**src/rtl/drac_pkg.sv**
```systemverilog
// Shared types and helpers for the fetch <-> ICache line-buffer interface.
package drac_pkg;

  localparam int unsigned DEF_VADDR_W = 39;
  localparam int unsigned DEF_LINE_W  = 128;

  function automatic int unsigned line_off_w(input int unsigned line_w);
    return $clog2(line_w / 8);
  endfunction

  localparam int unsigned DEF_OFF_W = line_off_w(DEF_LINE_W);

  typedef struct packed {
    logic [DEF_VADDR_W-DEF_OFF_W-1:0] tag;
    logic [DEF_OFF_W-3:0]             word;
  } icache_lb_entry_t;

endpackage

```
**src/rtl/pending_pc_fifo.sv**
```systemverilog
// Generic FIFO of outstanding fetch entries; head readable combinationally, push/pop same cycle.
// Full/empty/count come from the registered count, so a same-cycle pop never frees a slot early.
module pending_pc_fifo #(
  parameter int unsigned DEPTH = 2,
  parameter type T = logic,
  localparam int unsigned PTR_W = (DEPTH > 1) ? $clog2(DEPTH) : 1,
  localparam int unsigned CNT_W = $clog2(DEPTH + 1)
) (
  input  logic             clk_i,
  input  logic             rst_i,
  input  logic             push_i,
  input  T                 push_dat_i,
  input  logic             pop_i,
  output T                 head_dat_o,
  output logic             full_o,
  output logic             empty_o,
  output logic [CNT_W-1:0] cnt_o
);

  T                 r_mem [DEPTH];
  logic [PTR_W-1:0] r_wr_ptr;
  logic [PTR_W-1:0] r_rd_ptr;
  logic [CNT_W-1:0] r_cnt;
  logic             w_push;
  logic             w_pop;

  function automatic logic [PTR_W-1:0] ptr_inc(input logic [PTR_W-1:0] p);
    return (p == PTR_W'(DEPTH - 1)) ? '0 : p + PTR_W'(1);
  endfunction

  assign full_o     = (r_cnt == CNT_W'(DEPTH));
  assign empty_o    = (r_cnt == '0);
  assign cnt_o      = r_cnt;
  assign head_dat_o = r_mem[r_rd_ptr];
  assign w_push     = push_i & ~full_o;
  assign w_pop      = pop_i & ~empty_o;

  always_ff @(posedge clk_i) begin
    if (w_push) r_mem[r_wr_ptr] <= push_dat_i;
  end

  always_ff @(posedge clk_i) begin
    if (rst_i) begin
      r_wr_ptr <= '0;
      r_rd_ptr <= '0;
      r_cnt    <= '0;
    end else begin
      if (w_push) r_wr_ptr <= ptr_inc(r_wr_ptr);
      if (w_pop)  r_rd_ptr <= ptr_inc(r_rd_ptr);
      case ({w_push, w_pop})
        2'b10:   r_cnt <= r_cnt + CNT_W'(1);
        2'b01:   r_cnt <= r_cnt - CNT_W'(1);
        default: r_cnt <= r_cnt;
      endcase
    end
  end

endmodule

```
**src/rtl/icache_line_buffer_if.sv**
```systemverilog
// Fetch<->ICache shim with a one-line buffer: hits answer 1 cycle later, misses answer when the ICache does.
// Misses stall on ICache not-ready or a full pending FIFO; kill/flush drop in-flight responses.
module icache_line_buffer_if
  import drac_pkg::*;
#(
  parameter int unsigned VADDR_W   = 39,
  parameter int unsigned LINE_W    = 128,
  parameter int unsigned INSTR_W   = 32,
  parameter int unsigned MAX_OUTST = 2
) (
  input  logic                clk_i,
  input  logic                rst_i,
  input  logic                fetch_valid_i,
  input  logic [VADDR_W-1:0]  fetch_vaddr_i,
  input  logic                fetch_kill_i,
  input  logic                fetch_flush_i,
  output logic                fetch_ready_o,
  input  logic                ic_req_ready_i,
  output logic                ic_req_valid_o,
  output logic [VADDR_W-13:0] ic_req_vpn_o,
  output logic [11:0]         ic_req_idx_o,
  output logic                ic_req_kill_o,
  output logic                ic_invalidate_o,
  input  logic                ic_resp_valid_i,
  input  logic [LINE_W-1:0]   ic_resp_line_i,
  input  logic                tlb_xcpt_if_i,
  output logic                resp_valid_o,
  output logic [INSTR_W-1:0]  resp_data_o,
  output logic                resp_pf_o,
  output logic                pmu_hit_o,
  output logic                pmu_miss_o
);

  localparam int unsigned OFF_W  = line_off_w(LINE_W);
  localparam int unsigned TAG_W  = VADDR_W - OFF_W;
  localparam int unsigned WORD_W = OFF_W - 2;
  localparam int unsigned CNT_W  = $clog2(MAX_OUTST + 1);

  typedef struct packed {
    logic [TAG_W-1:0]  tag;
    logic [WORD_W-1:0] word;
  } entry_t;

  logic               r_buf_vld;
  logic [TAG_W-1:0]   r_buf_tag;
  logic [LINE_W-1:0]  r_buf_line;
  logic               r_hit_vld;
  logic [INSTR_W-1:0] r_hit_dat;
  logic [CNT_W-1:0]   r_drop_cnt;

  entry_t             w_push_ent;
  entry_t             w_head;
  logic               w_fifo_full;
  logic               w_fifo_empty;
  logic [CNT_W-1:0]   w_fifo_cnt;
  logic               w_kf;
  logic               w_hit;
  logic               w_req_ok;
  logic               w_miss;
  logic               w_rsp_evt;
  logic               w_drop;
  logic               w_deliver;
  logic               w_hit_out;
  logic [INSTR_W-1:0] w_resp_word;
  logic               w_unused;

  assign w_kf       = fetch_kill_i | fetch_flush_i;
  assign w_push_ent = '{tag: fetch_vaddr_i[VADDR_W-1:OFF_W], word: fetch_vaddr_i[OFF_W-1:2]};
  assign w_unused   = ^fetch_vaddr_i[1:0];

  // A hit is only legal with nothing pending, so buffer data can never overtake an older miss.
  assign w_hit    = ~rst_i & fetch_valid_i & r_buf_vld & (w_push_ent.tag == r_buf_tag)
                  & w_fifo_empty & ~w_kf;
  assign w_req_ok = ~rst_i & ic_req_ready_i & ~w_fifo_full & ~w_kf;
  assign w_miss   = fetch_valid_i & ~w_hit & w_req_ok;

  assign fetch_ready_o   = w_hit | w_req_ok;
  assign ic_req_valid_o  = w_miss;
  assign ic_req_vpn_o    = w_miss ? fetch_vaddr_i[VADDR_W-1:12] : '0;
  assign ic_req_idx_o    = w_miss ? fetch_vaddr_i[11:0] : '0;
  assign ic_req_kill_o   = fetch_kill_i;
  assign ic_invalidate_o = fetch_flush_i;
  assign pmu_hit_o       = w_hit;
  assign pmu_miss_o      = w_miss;

  assign w_rsp_evt   = ~rst_i & (ic_resp_valid_i | tlb_xcpt_if_i) & ~w_fifo_empty;
  assign w_drop      = w_rsp_evt & (r_drop_cnt != '0);
  assign w_deliver   = w_rsp_evt & ~w_drop;
  assign w_hit_out   = ~rst_i & r_hit_vld & ~fetch_kill_i;
  assign w_resp_word = ic_resp_line_i[w_head.word*INSTR_W +: INSTR_W];

  pending_pc_fifo #(
    .DEPTH (MAX_OUTST),
    .T     (entry_t)
  ) u_pending_fifo (
    .clk_i      (clk_i),
    .rst_i      (rst_i),
    .push_i     (w_miss),
    .push_dat_i (w_push_ent),
    .pop_i      (w_rsp_evt),
    .head_dat_o (w_head),
    .full_o     (w_fifo_full),
    .empty_o    (w_fifo_empty),
    .cnt_o      (w_fifo_cnt)
  );

  always_comb begin
    resp_valid_o = 1'b0;
    resp_data_o  = '0;
    resp_pf_o    = 1'b0;
    if (w_deliver) begin
      resp_valid_o = 1'b1;
      if (tlb_xcpt_if_i) resp_pf_o   = 1'b1;
      else               resp_data_o = w_resp_word;
    end else if (w_hit_out) begin
      resp_valid_o = 1'b1;
      resp_data_o  = r_hit_dat;
    end
  end

  always_ff @(posedge clk_i) begin
    if (rst_i) begin
      r_buf_vld  <= 1'b0;
      r_buf_tag  <= '0;
      r_buf_line <= '0;
      r_hit_vld  <= 1'b0;
      r_hit_dat  <= '0;
      r_drop_cnt <= '0;
    end else begin
      r_hit_vld <= w_hit;
      r_hit_dat <= r_buf_line[w_push_ent.word*INSTR_W +: INSTR_W];
      if (fetch_flush_i) begin
        r_buf_vld <= 1'b0;
      end else if (w_deliver & ~tlb_xcpt_if_i) begin
        r_buf_vld  <= 1'b1;
        r_buf_tag  <= w_head.tag;
        r_buf_line <= ic_resp_line_i;
      end
      // No push can happen under kill/flush, so post-pop occupancy is exactly what is still in flight.
      if (w_kf)        r_drop_cnt <= w_fifo_cnt - CNT_W'(w_rsp_evt);
      else if (w_drop) r_drop_cnt <= r_drop_cnt - CNT_W'(1);
    end
  end

  a_resp_needs_pending: assert property (@(posedge clk_i) disable iff (rst_i)
    (ic_resp_valid_i | tlb_xcpt_if_i) |-> ~w_fifo_empty);
  a_no_hit_resp_collision: assert property (@(posedge clk_i) disable iff (rst_i)
    r_hit_vld |-> ~w_rsp_evt);
  a_drop_bounded: assert property (@(posedge clk_i) disable iff (rst_i)
    r_drop_cnt <= CNT_W'(MAX_OUTST));

endmodule

```
**config.mk**
```make
export PLATFORM = sky130hd
export DESIGN_NAME = icache_line_buffer_if
export DESIGN_NICKNAME = d
export VERILOG_FILES = /design/src/rtl/drac_pkg.sv /design/src/rtl/pending_pc_fifo.sv /design/src/rtl/icache_line_buffer_if.sv
export SDC_FILE = /design/constraint.sdc
export NUM_CORES = 1
export LEC_CHECK = 0
export CAP_MARGIN = 20
export CORE_MARGIN = 2
export CORE_UTILIZATION = 40
export CTS_CLUSTER_SIZE = 8
export DETAILED_ROUTE_END_ITERATION = 8
export SYNTH_ARGS = -nofsm -noshare
export SYNTH_HDL_FRONTEND = slang
export SYNTH_HIERARCHICAL = 1
export SYNTH_SLANG_ARGS = --single-unit
```
**constraint.sdc**
```tcl
create_clock -name clk_i -period 3.4 [get_ports clk_i]
set_input_delay 0.68 -clock clk_i [delete_from_list [all_inputs] [get_ports clk_i]]
set_output_delay 0.68 -clock clk_i [all_outputs]
set_load 0.01 [all_outputs]
```
==> results.tsv <==
stage	metric	value	unit
layout	layout overhead on the synthesized area	35.91	%
cts	Hold Buf Count CTS	0	
cts	worst-skew pair later-pin latency	0.51	ns
sta	final setup fails	0	
sta	fin crit share	97.07	%
sta	TNS Setup	0	ns
placed_design	Placer Congestion	0.7778	
grt	largest net degree at the start of global routing	103	
route	DRC Markers	0	
sta	Final Max Tran Viols	0	
floorplan	core box area	30350	µm²
grt	final global-route overflow total	0	
setup_path	startpoint types	flop	
grt	first-pass GRT wire length	52070	µm
layout	Core Util, Final	54.82	%
grt	total global-route track usage	20.71	%
placed_design	Final HPWL DP	22110	µm
route	vias per cell	5.183	
setup_path	Data arrival, critical path	2.62	ns
outcome	status	complete, no violations	
synth	#FFs+latches synth	278	
layout	Final Cell Area	16640	µm²
synth	number of flops mapped to enable cells by yosys	74	
floorplan	# IOs	254	
floorplan	# rows	64	
sta	RSZ-0062 raised after global routing	no	
power	power per cell area	453.2	nW/µm²
route	vias	9759	
grt	initial antenna violation count	0	
cts	Root Driver	clkbuf_16	
layout	fillers	2731	
floorplan	DIE AREA	32020	µm²
cts	CTS tree	yes	
sta	Final Hold Viols	0	
worst_hold_path	Worst Hold Class	primary input to flop	
grt	number of global-route vias before repair	9715	
layout	sequential cell area	6307	µm²
sta	Min Hold Slack	0.4472	ns
power	LEAKAGE	0.006042	µW
layout	fin nets	1647	
power	Sw Ratio	21.07	%
layout	area of the multi-input gates	5540	µm²
route	post-detailed-route count of antenna-violating nets	0	
route	wire per inst	17.82	µm
synth	post-synth cell types	34	
synth	net count after synthesis	1392	
synth	synthesized instance count	1214	
cts	clk buf depth	3	
route	drt pass-1 iters	5	
cts	Sink Count	278	
synth	synth warn	6	
power	Switch Pwr	1589	µW
route	1st-iter DRT viols	594	
synth	post-synthesis sequential area ratio	51.52	%
sta	worst setup skew after layout	0.01832	ns
sta	actual slew at the worst max-slew pin	1.099	ns
synth	Post-synth top flop	dfxtp_1	
floorplan	die width	178.9	µm
route	drt total wl	33550	µm
sta	fmax	303.0	MHz
cts	H-tree levels	2	
sta	relative max-transition margin	26.71	%
placed_design	Placed Area	15410	µm²
sta	post-layout minimum cycle time	3.300	ns
synth	Post-synth ARST share	0	%
power	share of power burned in registers	45.4	%
power	internal power	5950	µW
setup_path	Req. time, crit path	2.72	ns
power	logic gate share of total power	7.0	%
setup_path	WS Path Type	flop to primary output	
flow_run	MaxCap Viol Count	0	
setup_path	Worst Setup End Kind	primary output	
power	clock power share	47.6	%
synth	Netlist Area Pre-Place	12240	µm²
sta	Final Worst Setup Slack	0.09972	ns
setup_path	Max FO, Critical Path	15	
placed_design	Port Buf Inserts	253	
layout	layout cells sized above 1	14.66	%
synth	Synth Area per Inst	10.08	µm²
cts	CTS clock-pin slew for the worst setup and hold paths	0.05	ns
floorplan	Die H	178.9	µm
power	Peak VDD IR	299.3	µV
placed_design	dpl ws	-0.3927	ns
floorplan	Initial Util	40.33	%
cts	CTS Buf Count	40	
layout	antenna cells	0	
## timing repair
item                       CTS  global route
gates resized for setup     74            28
cloned                       0             0
pin swaps                    4            12
setup endpoints to repair   70            47
buffers inserted             1             0
## cell usage after synthesis (all sizes together) (32+ instances only)
master    n  area [µm²]
buf      51       292.8
xnor2    38       332.8
nand2   330        1239
dfxtp   204        4084
clkbuf   49       183.9
a22o     32       280.3
mux2     38       427.9
a21oi   166       830.8
edfxtp   74        2222
nor2b    35       219.0
nand3    42       210.2
nor2     49       186.4
mux4     64        1441
## cell type report
cell class              instances  area share (%)
flip-flops and latches        278           37.91
multi-input cells             828           33.30
repair buffers                313           18.83
clock buffers                  59           6.701
well taps                     396           2.978
inverters                       8          0.1805
clock inverters                 1         0.09777
## worst max-delay path, stage by stage (launching register included)
cell             delay [ns]
dfxtp_2                0.37
mux2_2                 0.40
buf_8                  0.19
mux4_2                 0.43
a22o_1                 0.25
clkdlybuf4s50_1        0.47
## metrics by stage
step,cells,total power (µW)
final,1883,7539
after global placement,1821,4013
after global routing,1883,7785
after detailed placement,1821,4016
after CTS,1882,7616
after floorplan,1214,3667
## path summary, 6_finish.rpt
| path | start | to | slack, ns | depth (start not counted) |
|---|---|---|---|---|
| setup reg to reg | r_buf_tag[5] | u_pending_fifo/cnt_o[1] | 0.80 | 11 |
| hold / removal | fetch_vaddr_i[9] | u_pending_fifo/r_mem[1][7] | 0.45 | 1 |
| hold reg to reg | r_buf_line[69] | r_buf_line[69] | 0.45 | 2 |
| setup / recovery | flop | resp_data_o[30] | 0.1 | 5 |
## kinds of logic (layout without fill, tap and decap cells)
family,count (synthesis),after routing,synth area share [%]
simple gates,477,477,16.40
flops,278,278,51.52
xor+xnor,40,40,2.862
fa+ha+maj,3,3,0.3067
buf+inv,108,381,4.140
compound gates,206,206,9.506
mux,102,102,15.27
## state kept, by name, indices dropped and copies added (netlist names), named ones only
name	flops
r_buf_line	128
r_buf_tag	35
r_buf_vld	1
r_drop_cnt	2
r_hit_dat	32
r_hit_vld	1
u_pending_fifo/cnt_o	2
u_pending_fifo/r_mem	74
u_pending_fifo/r_rd_ptr	1
u_pending_fifo/r_wr_ptr	1
## cells in the final DEF (no fill, tap or decap), types with 8 or more instances in the layout
cell type and instances:
a21oi_1 165, nor2b_1 34, buf_4 44, mux2_2 22, xnor2_1 32, dlygate4sd2_1 60
edfxtp_1 74, nand2_1 329, buf_12 14, a22o_1 32, dlymetal6s2s_1 16, mux4_2 64
dfxtp_1 203, nand3_1 40, nor2_1 47, clkbuf_16 42, mux2_1 15, nand4_1 8
clkbuf_1 17, clkdlybuf4s50_1 172
## layer usage
| metal | GRT usage (%) | up-vias | part of all wire, % |
|---|---|---|---|
| li1 | - | 4715 | - |
| met1 | 27.25 | 4740 | 44 |
| met2 | 35.05 | 257 | 48 |
| met3 | 3.965 | 47 | 6.3 |
| met4 | 5.251 | 0 | 1.9 |
| met5 | 0 | - | 0 |
## power groups by stage
stage          clock network (µW)  registers, µW  logic, µW
2_1_floorplan                   0           3490        182
3_3_place_gp                    0           3490        528
3_5_place_dp                    0           3490        530
4_1_cts                      3670           3420        529
5_1_grt                      3800           3420        562
6_report                     3590           3420        526
No activity file was read; power rests on OpenSTA's default activity.
